## config.mk

```make
export PLATFORM = sky130hd
export DESIGN_NAME = cpu_exec_ctrl
export DESIGN_NICKNAME = d
export VERILOG_FILES = /design/src/rtl/cpu_exec_ctrl.sv
export SDC_FILE = /design/constraint.sdc
export NUM_CORES = 1
export LEC_CHECK = 0
export ABC_AREA = 1
export BUFFER_PORTS_ARGS = -buffer_cell sky130_fd_sc_hd__buf_4
export CAP_MARGIN = 10
export CORE_MARGIN = 2
export CORE_UTILIZATION = 40
export DETAILED_ROUTE_END_ITERATION = 16
export HOLD_SLACK_MARGIN = 0.15
export PLACE_DENSITY = 0.67
export SLEW_MARGIN = 40
export SYNTH_ARGS = -nofsm -noshare
export SYNTH_HDL_FRONTEND = slang
export SYNTH_SLANG_ARGS = --single-unit
```

## constraint.sdc

```tcl
create_clock -name clk_cpu -period 6.35 [get_ports clk_cpu]
set_clock_uncertainty 0.15 [all_clocks]
set_input_delay 0.635 -clock clk_cpu [delete_from_list [all_inputs] [get_ports clk_cpu]]
set_output_delay 0.635 -clock clk_cpu [all_outputs]
set_load 0.03 [all_outputs]
```

## src/rtl/cpu_exec_ctrl.sv

```systemverilog
// Execution controller for the 4-bit CPU core: program memory, run/halt/step FSM,
// PC breakpoint, saturating instruction counter and host write port. Optional IO-watch break: CPU_EXEC_CTRL_IOBRK_EN.
module cpu_exec_ctrl #(
  parameter int PC_W   = 4,
  parameter int INST_W = 8,
  parameter int CNT_W  = 8
) (
  input  logic              clk_cpu,
  input  logic              reset,
  input  logic              run,
  input  logic              halt,
  input  logic              step,
  input  logic [PC_W-1:0]   pc,
  output logic [INST_W-1:0] inst,
  output logic              cpu_en,
  input  logic              bp_valid,
  input  logic [PC_W-1:0]   bp_addr,
  input  logic              host_wr_en,
  input  logic [PC_W-1:0]   host_wr_addr,
  input  logic [INST_W-1:0] host_wr_data,
  output logic              host_wr_ack,
  output logic              host_wr_err,
  output logic [1:0]        state,
  output logic [1:0]        brk_cause,
  output logic [CNT_W-1:0]  instr_count
`ifdef CPU_EXEC_CTRL_IOBRK_EN
  ,
  input  logic [3:0]        io_watch
`endif
);

  typedef enum logic [1:0] {
    ST_HALT  = 2'd0,
    ST_RUN   = 2'd1,
    ST_STEP  = 2'd2,
    ST_BREAK = 2'd3
  } state_e;

  localparam int DEPTH = 2 ** PC_W;

  state_e              state_q, state_d;
  logic                skip_bp_q, skip_bp_d;
  logic [1:0]          brk_cause_q, brk_cause_d;
  logic [CNT_W-1:0]    instr_count_q;
  logic                host_wr_ack_q, host_wr_err_q;
  logic [INST_W-1:0]   mem_q [DEPTH];
  logic                bp_hit, io_hit, stop_now, stopped;

  assign bp_hit   = bp_valid && (pc == bp_addr) && !skip_bp_q;
`ifdef CPU_EXEC_CTRL_IOBRK_EN
  logic [3:0] io_prev_q;
  assign io_hit = (state_q == ST_RUN) && (io_watch != io_prev_q);
  always_ff @(posedge clk_cpu) begin
    if (reset) io_prev_q <= 4'd0;
    else       io_prev_q <= io_watch;
  end
`else
  assign io_hit = 1'b0;
`endif
  assign stop_now = bp_hit || io_hit;
  assign cpu_en   = ((state_q == ST_RUN) && !stop_now) || (state_q == ST_STEP);
  assign stopped  = (state_q == ST_HALT) || (state_q == ST_BREAK);
  assign inst     = mem_q[pc];

  // NOTE: every signal assigned here gets a default first so no path leaves it unassigned and infers a latch.
  always_comb begin
    state_d     = state_q;
    skip_bp_d   = skip_bp_q;
    brk_cause_d = brk_cause_q;
    unique case (state_q)
      ST_HALT: begin
        if (!halt) begin
          if (step) begin
            state_d = ST_STEP;
          end else if (run) begin
            state_d   = ST_RUN;
            skip_bp_d = 1'b1;
          end
        end
      end
      ST_RUN: begin
        if (cpu_en) skip_bp_d = 1'b0;
        if (halt) begin
          state_d = ST_HALT;
        end else if (bp_hit) begin
          state_d     = ST_BREAK;
          brk_cause_d = 2'd1;
        end else if (io_hit) begin
          state_d     = ST_BREAK;
          brk_cause_d = 2'd2;
        end
      end
      ST_STEP: state_d = ST_HALT;
      ST_BREAK: begin
        if (halt) begin
          state_d     = ST_HALT;
          brk_cause_d = 2'd0;
        end else if (step) begin
          state_d     = ST_STEP;
          brk_cause_d = 2'd0;
        end else if (run) begin
          state_d     = ST_RUN;
          skip_bp_d   = 1'b1;
          brk_cause_d = 2'd0;
        end
      end
      default: state_d = ST_HALT;
    endcase
  end

  // NOTE: state registers use non-blocking assignments so every flop samples pre-edge values regardless of statement order.
  always_ff @(posedge clk_cpu) begin
    if (reset) begin
      state_q       <= ST_HALT;
      skip_bp_q     <= 1'b0;
      brk_cause_q   <= 2'd0;
      instr_count_q <= '0;
      host_wr_ack_q <= 1'b0;
      host_wr_err_q <= 1'b0;
      // NOTE: the program memory is cleared on reset, which keeps it in flops rather than a RAM macro.
      for (int i = 0; i < DEPTH; i++) mem_q[i] <= '0;
    end else begin
      state_q       <= state_d;
      skip_bp_q     <= skip_bp_d;
      brk_cause_q   <= brk_cause_d;
      host_wr_ack_q <= host_wr_en && stopped;
      host_wr_err_q <= host_wr_en && !stopped;
      if (host_wr_en && stopped) mem_q[host_wr_addr] <= host_wr_data;
      if (cpu_en && (instr_count_q != {CNT_W{1'b1}}))
        instr_count_q <= instr_count_q + CNT_W'(1);
    end
  end

  assign state       = state_q;
  assign brk_cause   = brk_cause_q;
  assign instr_count = instr_count_q;
  assign host_wr_ack = host_wr_ack_q;
  assign host_wr_err = host_wr_err_q;

endmodule

```

==> out/results.ini, run 1 <==
[outcome]
status=finished clean

[cells_and_area]
fillers=1530
fin_util_pct=46.5
n_antenna_cell=0
final_common_cell=nor2_1
layout_common_cells=nor2_1 (201), edfxtp_1 (128), o21ai_0 (66), nand2_1 (50), buf_4 (48)
layout-drive-gt1-share_pct=14.8
syn_to_final_growth_pct=15.0
final_area_um2=7640
final_nets=726

[logic_synthesis]
synth_cells=662
yosys-top-cells-area=edfxtp_1 (58%), nor2_1 (11%), o21ai_0 (5.0%)
syn_nets=695
synthDistinctLibCells=33
syn_avg_cell_area_um2=10.0
ys_seq_area_share_pct=62.1
synth_top_area_share_pct=57.9
synth_area_leader_cell=edfxtp_1
ys_ff_latch=142
yosys_warnings=0
synthesis.area_um2=6640

[setup_path]
cp_slowest_cell=buf_4
crit_family=buffers and inverters
critical_path.cell_chain=buf_4 -> inv_4 -> o21ai_0 -> o221ai_1 -> o211ai_1 -> nand2_1 -> buf_4
path_buf_inv=3
start_kind=input pin
cp.arrival_ps=2560
slowest_delay_ps=480
cpMostUsedCell=buf_4
crit_path_max_fanout=66
crit_path_end_kind=output port
crit_type=input pin to output port
crit_required_ps=5560

[grt]
grt_pass1_vias=4768
grt-ovfl-total=0
grt_first_pass_wirelength_um=26500
grt_usage_pct=19.7
grt_antenna_before_repair=0
grt_start_max_net_pins=67

[power_and_ir_drop]
vdd_drop_max_mv=0.201
p_leak_nw=2.98
pwr_density_cell_nw_per_um2=290
power.total_mw=2.22

[clock_network]
cts_num_sinks=142
clk_latency_ps=410
cts_buffer_depth=2
postCtsSetupBuffers=0
cts_resized=0
cts_tree=yes
clkTransAtPathRegs_ps=50
clockRootBuffer=clkbuf_16
ctsHoldBuffers=0
ctsHtreeMaxLevel=4
numCtsBuffers=17

[timing]
fmax_mhz=299
fin_crit_ps=3340
rsz0062_at_grt=false
slew_headroom_pct=47.8
finalCritPeriodShare_pct=52.6
finalWorstSetupSlack_ps=3010
hold_viol_final=0
setup_viol=0
maxSlewViolCount=0
tightest_slew_ps=781
finalSetupTns_ps=0

[job]
cap_violations=0

[min_path]
worstHoldPathType=flop to flop

[drt]
drt_iter0_drc=659
totalWireLength_um=17100
drc=0
wl_per_cell_um=18.4
vias_per_cell=5.47
ant_nets=0
vias=5059
dr.pass1.iters=5

[placed_design]
routabilityCongestion=0.884
placed_area_um2=7100
port-buffer-count=48
post-place-ws_ps=3060
dpl.hpwl_um=11100

[die]
io-pin-count=50
core-area_um2=16400
fp.dieH_um=133
initial_utilization_pct=40.5
row_count=47
die_area_um2=17600
die_w_um=133

-- metrics by stage --
stage	std cells	hold slack (ps)
after global routing	925	341
after global placement	894	301
final	925	321
after CTS	925	322
after detailed placement	894	308
after floorplan	662	287
-- registers in the layout (all words and copies together), names as in the netlist --
register and flops:
mem_q 128, instr_count 8, state 2, brk_cause 1, host_wr_ack 1, host_wr_err 1, skip_bp_q 1
-- cells in the mapped netlist (all sizes together) --
cell type and instances:
o21ai 69, inv 38, nor3 7, xnor2 2, dfxtp 14, nand4 3, buf 11, nand3 25
o22ai 8, nor2 202, o211ai 8, edfxtp 128, or2 1, a31oi 1, ha 6, o31ai 1
clkinv 1, clkbuf 25, conb 1, a21oi 13, o221ai 24, nand2 71, xor2 3
-- path summary, 6_finish.rpt --
kind	start	endpoint	slack, ps	cells past startpoint
worst max-delay path	pc[0]	inst[6]	3010	7
worst min-delay path	brk_cause[0]	brk_cause[0]	320	2
worst max register to register	state[1]	mem_q[7][2]	3480	7
worst min register to register	brk_cause[0]	brk_cause[0]	320	2
-- worst register-to-register path, cell delays in order (launching register included) --
cell,delay (ps)
dfxtp_1,430
inv_1,120
ha_1,340
nor3_2,220
inv_1,190
nor3_4,370
nand2_2,260
nand2_1,430
-- report_power, final --
group | internal [mW] | switching, mW
Combinational | 0.0628 | 0.162
Clock | 0.567 | 0.355
Sequential | 1.06 | 0.0142
-- routing by layer --
| layer | global-route usage, % | part of all wire [%] |
|---|---|---|
| met5 | 0 | 0 |
| met4 | 5.32 | 1.1 |
| met3 | 4.90 | 8.1 |
| met2 | 31.2 | 48 |
| met1 | 27.2 | 43 |
-- layout make-up --
type	instances	area, um2	area share, %
Sequential cell	142	4120	54.0
Multi-Input combinational cell	445	2190	28.6
Clock buffer	21	440	5.77
Timing Repair Buffer	48	360	4.72
Tap cell	220	275	3.60
Inverter	39	151	1.98
Clock inverter	10	97.6	1.28
-- cell families after synthesis --
| kind of cell | synth area share [%] |
|---|---|
| adders and majority gates | 1.13 |
| other | 0.0565 |
| and+or+nand+nor | 19.9 |
| DFF | 62.1 |
| xor gates and xnor gates | 0.660 |
| buffers and inverters | 4.94 |
| AOI/OAI and AO/OA | 11.2 |
(Power assumes the default switching activity.)
==> run 2: changes to the inputs <==
Clock period 6.35 ns to 3.43 ns, I/O delays scaled along.
==> run 2 against run 1 <==
Net effect: utilization rose by 1.1 points; die area is the same; clock power increased by 130%; critical endpoint is now mem_q[15][3]; largest cell class unchanged; highest routed layer unchanged.
==> out/results.ini, run 2 (synthesis gave the netlist of run 1 again) <==
[outcome]
status=finished clean

[grt]
grt_antenna_before_repair=0  ; unchanged
grt_start_max_net_pins=67  ; unchanged
grt_usage_pct=20.6  ; +0.93 points
grt-ovfl-total=0  ; unchanged
grt_first_pass_wirelength_um=27100  ; +2.2%
grt_pass1_vias=4840  ; +1.5%

[setup_path]
reg2reg_depth=7  ; unchanged
crit_required_ps=3360  ; -2200 ps
crit_path_end_kind=flop
r2r_slack_ps=680  ; -2800 ps
start_kind=flop
rr_startpoint=state[0]
r2r_end=mem_q[15][3]
cp.arrival_ps=2680  ; +120 ps
crit_type=flop to flop
crit_path_max_fanout=9  ; -86%

[clock_network]
postCtsSetupBuffers=0  ; unchanged
clkTransAtPathRegs_ps=60  ; about the same
cts_num_sinks=142  ; unchanged
cts_tree=yes
ctsHtreeMaxLevel=4  ; unchanged
cts_resized=0  ; unchanged
numCtsBuffers=17  ; unchanged
cts_buffer_depth=2  ; unchanged
clockRootBuffer=clkbuf_16
clk_latency_ps=420  ; about the same

[die]
fp.dieH_um=133  ; unchanged
row_count=47  ; unchanged
initial_utilization_pct=40.5  ; unchanged
die_area_um2=17600  ; unchanged
core-area_um2=16400  ; unchanged
die_w_um=133  ; unchanged
io-pin-count=50  ; unchanged

[power_and_ir_drop]
vdd_drop_max_mv=0.322  ; +60%
p_leak_nw=3.07  ; +2.9%
pwr_density_cell_nw_per_um2=582  ; +100%

[min_path]
min_from=step
min_path_cells=4  ; +2
min_to=skip_bp_q
worstHoldPathType=input pin to flop

[cells_and_area]
fin_util_pct=47.7  ; +1.1 points
layout-drive-gt1-share_pct=15.8  ; +1.0 points
final_area_um2=7820  ; +2.4%
final_common_cell=nor2_1
final_nets=729  ; +0.41%
syn_to_final_growth_pct=17.8
regMostFlops=mem_q
largest_reg_flops=128  ; unchanged
layout_common_cells=nor2_1 (201), edfxtp_1 (128), o21ai_0 (66), nand2_1 (50), buf_4 (48)
n_antenna_cell=0  ; unchanged

[timing]
setup_viol=0  ; unchanged
tightest_slew_ps=860  ; +78.5 ps
finalWorstSetupSlack_ps=681  ; -2330 ps
slew_headroom_pct=42.6  ; -5.2 points
finalCritPeriodShare_pct=80.1
fmax_mhz=364
rsz0062_at_grt=false
finalSetupTns_ps=0  ; unchanged
fin_crit_ps=2750
hold_viol_final=0  ; unchanged
maxSlewViolCount=0  ; unchanged

[job]
cap_violations=0  ; unchanged

[placed_design]
dpl.hpwl_um=11600  ; +3.8%
routabilityCongestion=0.879  ; -0.60%
post-place-ws_ps=713  ; -2350 ps
port-buffer-count=48  ; unchanged
placed_area_um2=7100  ; unchanged

[drt]
vias=5099  ; +0.79%
vias_per_cell=5.49  ; +0.36%
drt_iter0_drc=575  ; -13%
wl_per_cell_um=18.8  ; +2.2%
drc=0  ; unchanged
ant_nets=0  ; unchanged
totalWireLength_um=17500  ; +2.6%
dr.pass1.iters=6  ; +1

## run 2: cell count changes in the layout (fill, tap and decap cells not counted)
cell / change
bufinv_16: +5
clkbuf_1: -4
clkinv_1: -3
clkinv_2: -1
clkinv_4: +3
dlygate4sd3_1: +3
inv_6: +1
## run 2: worst max-delay path by stage
stage          startpoint  cells past startpoint  slack (ps)      endpoint
2_1_floorplan    state[0]                      7         960   mem_q[0][0]
3_3_place_gp     state[0]                      7         780  mem_q[15][3]
6_report         state[0]                      7         680  mem_q[15][3]
5_1_grt          state[1]                      7         490  mem_q[13][2]
3_5_place_dp     state[1]                      7         710  mem_q[13][3]
4_1_cts          state[1]                      7         680  mem_q[15][0]
## run 2: power by group
group          switching [mW]  internal (mW)  total (mW)
combinational           0.300          0.118       0.418
clock                   0.713           1.44        2.15
sequential             0.0315           1.95        1.98
## run 2: timing repair
item                                    in CTS  in global routing
endpoints found under the setup margin       0                  0
hold buffers                                 3                  0
hold endpoints to repair                    12                  0
## run 2: per-stage QoR
stage                     instances  total power, mW  hold slack [ps]
final                           929             4.55              172
after global routing            929             4.68              213
after CTS                       929             4.56              156
after detailed placement        894             2.43              312
after global placement          894             2.42              303
after floorplan                 662             2.28              270
## run 2: cell type report
class | instances | area, um2
Clock buffer | 17 | 425
Clock inverter | 15 | 267
Fill cell | 1480 | 8590
Sequential cell | 142 | 4120
Multi-Input combinational cell | 445 | 2190
Tap cell | 220 | 275
Inverter | 39 | 151
Timing Repair Buffer | 51 | 390
## run 2: metal layers
metal | up-vias | global-route usage (%) | share of wire (%)
met5 | - | 0 | 0
met4 | 0 | 11.0 | 3.5
met1 | 2426 | 27.2 | 42
met3 | 42 | 5.06 | 8.6
met2 | 269 | 31.6 | 46
li1 | 2362 | - | -
## run 2: worst max-delay path, cell delays in order (launching register included)
cell and delay (ps):
dfxtp_1 430, inv_1 120, ha_1 350, nor3_2 200, inv_1 180, nor3_4 420
nand2_2 220, nand2_1 330
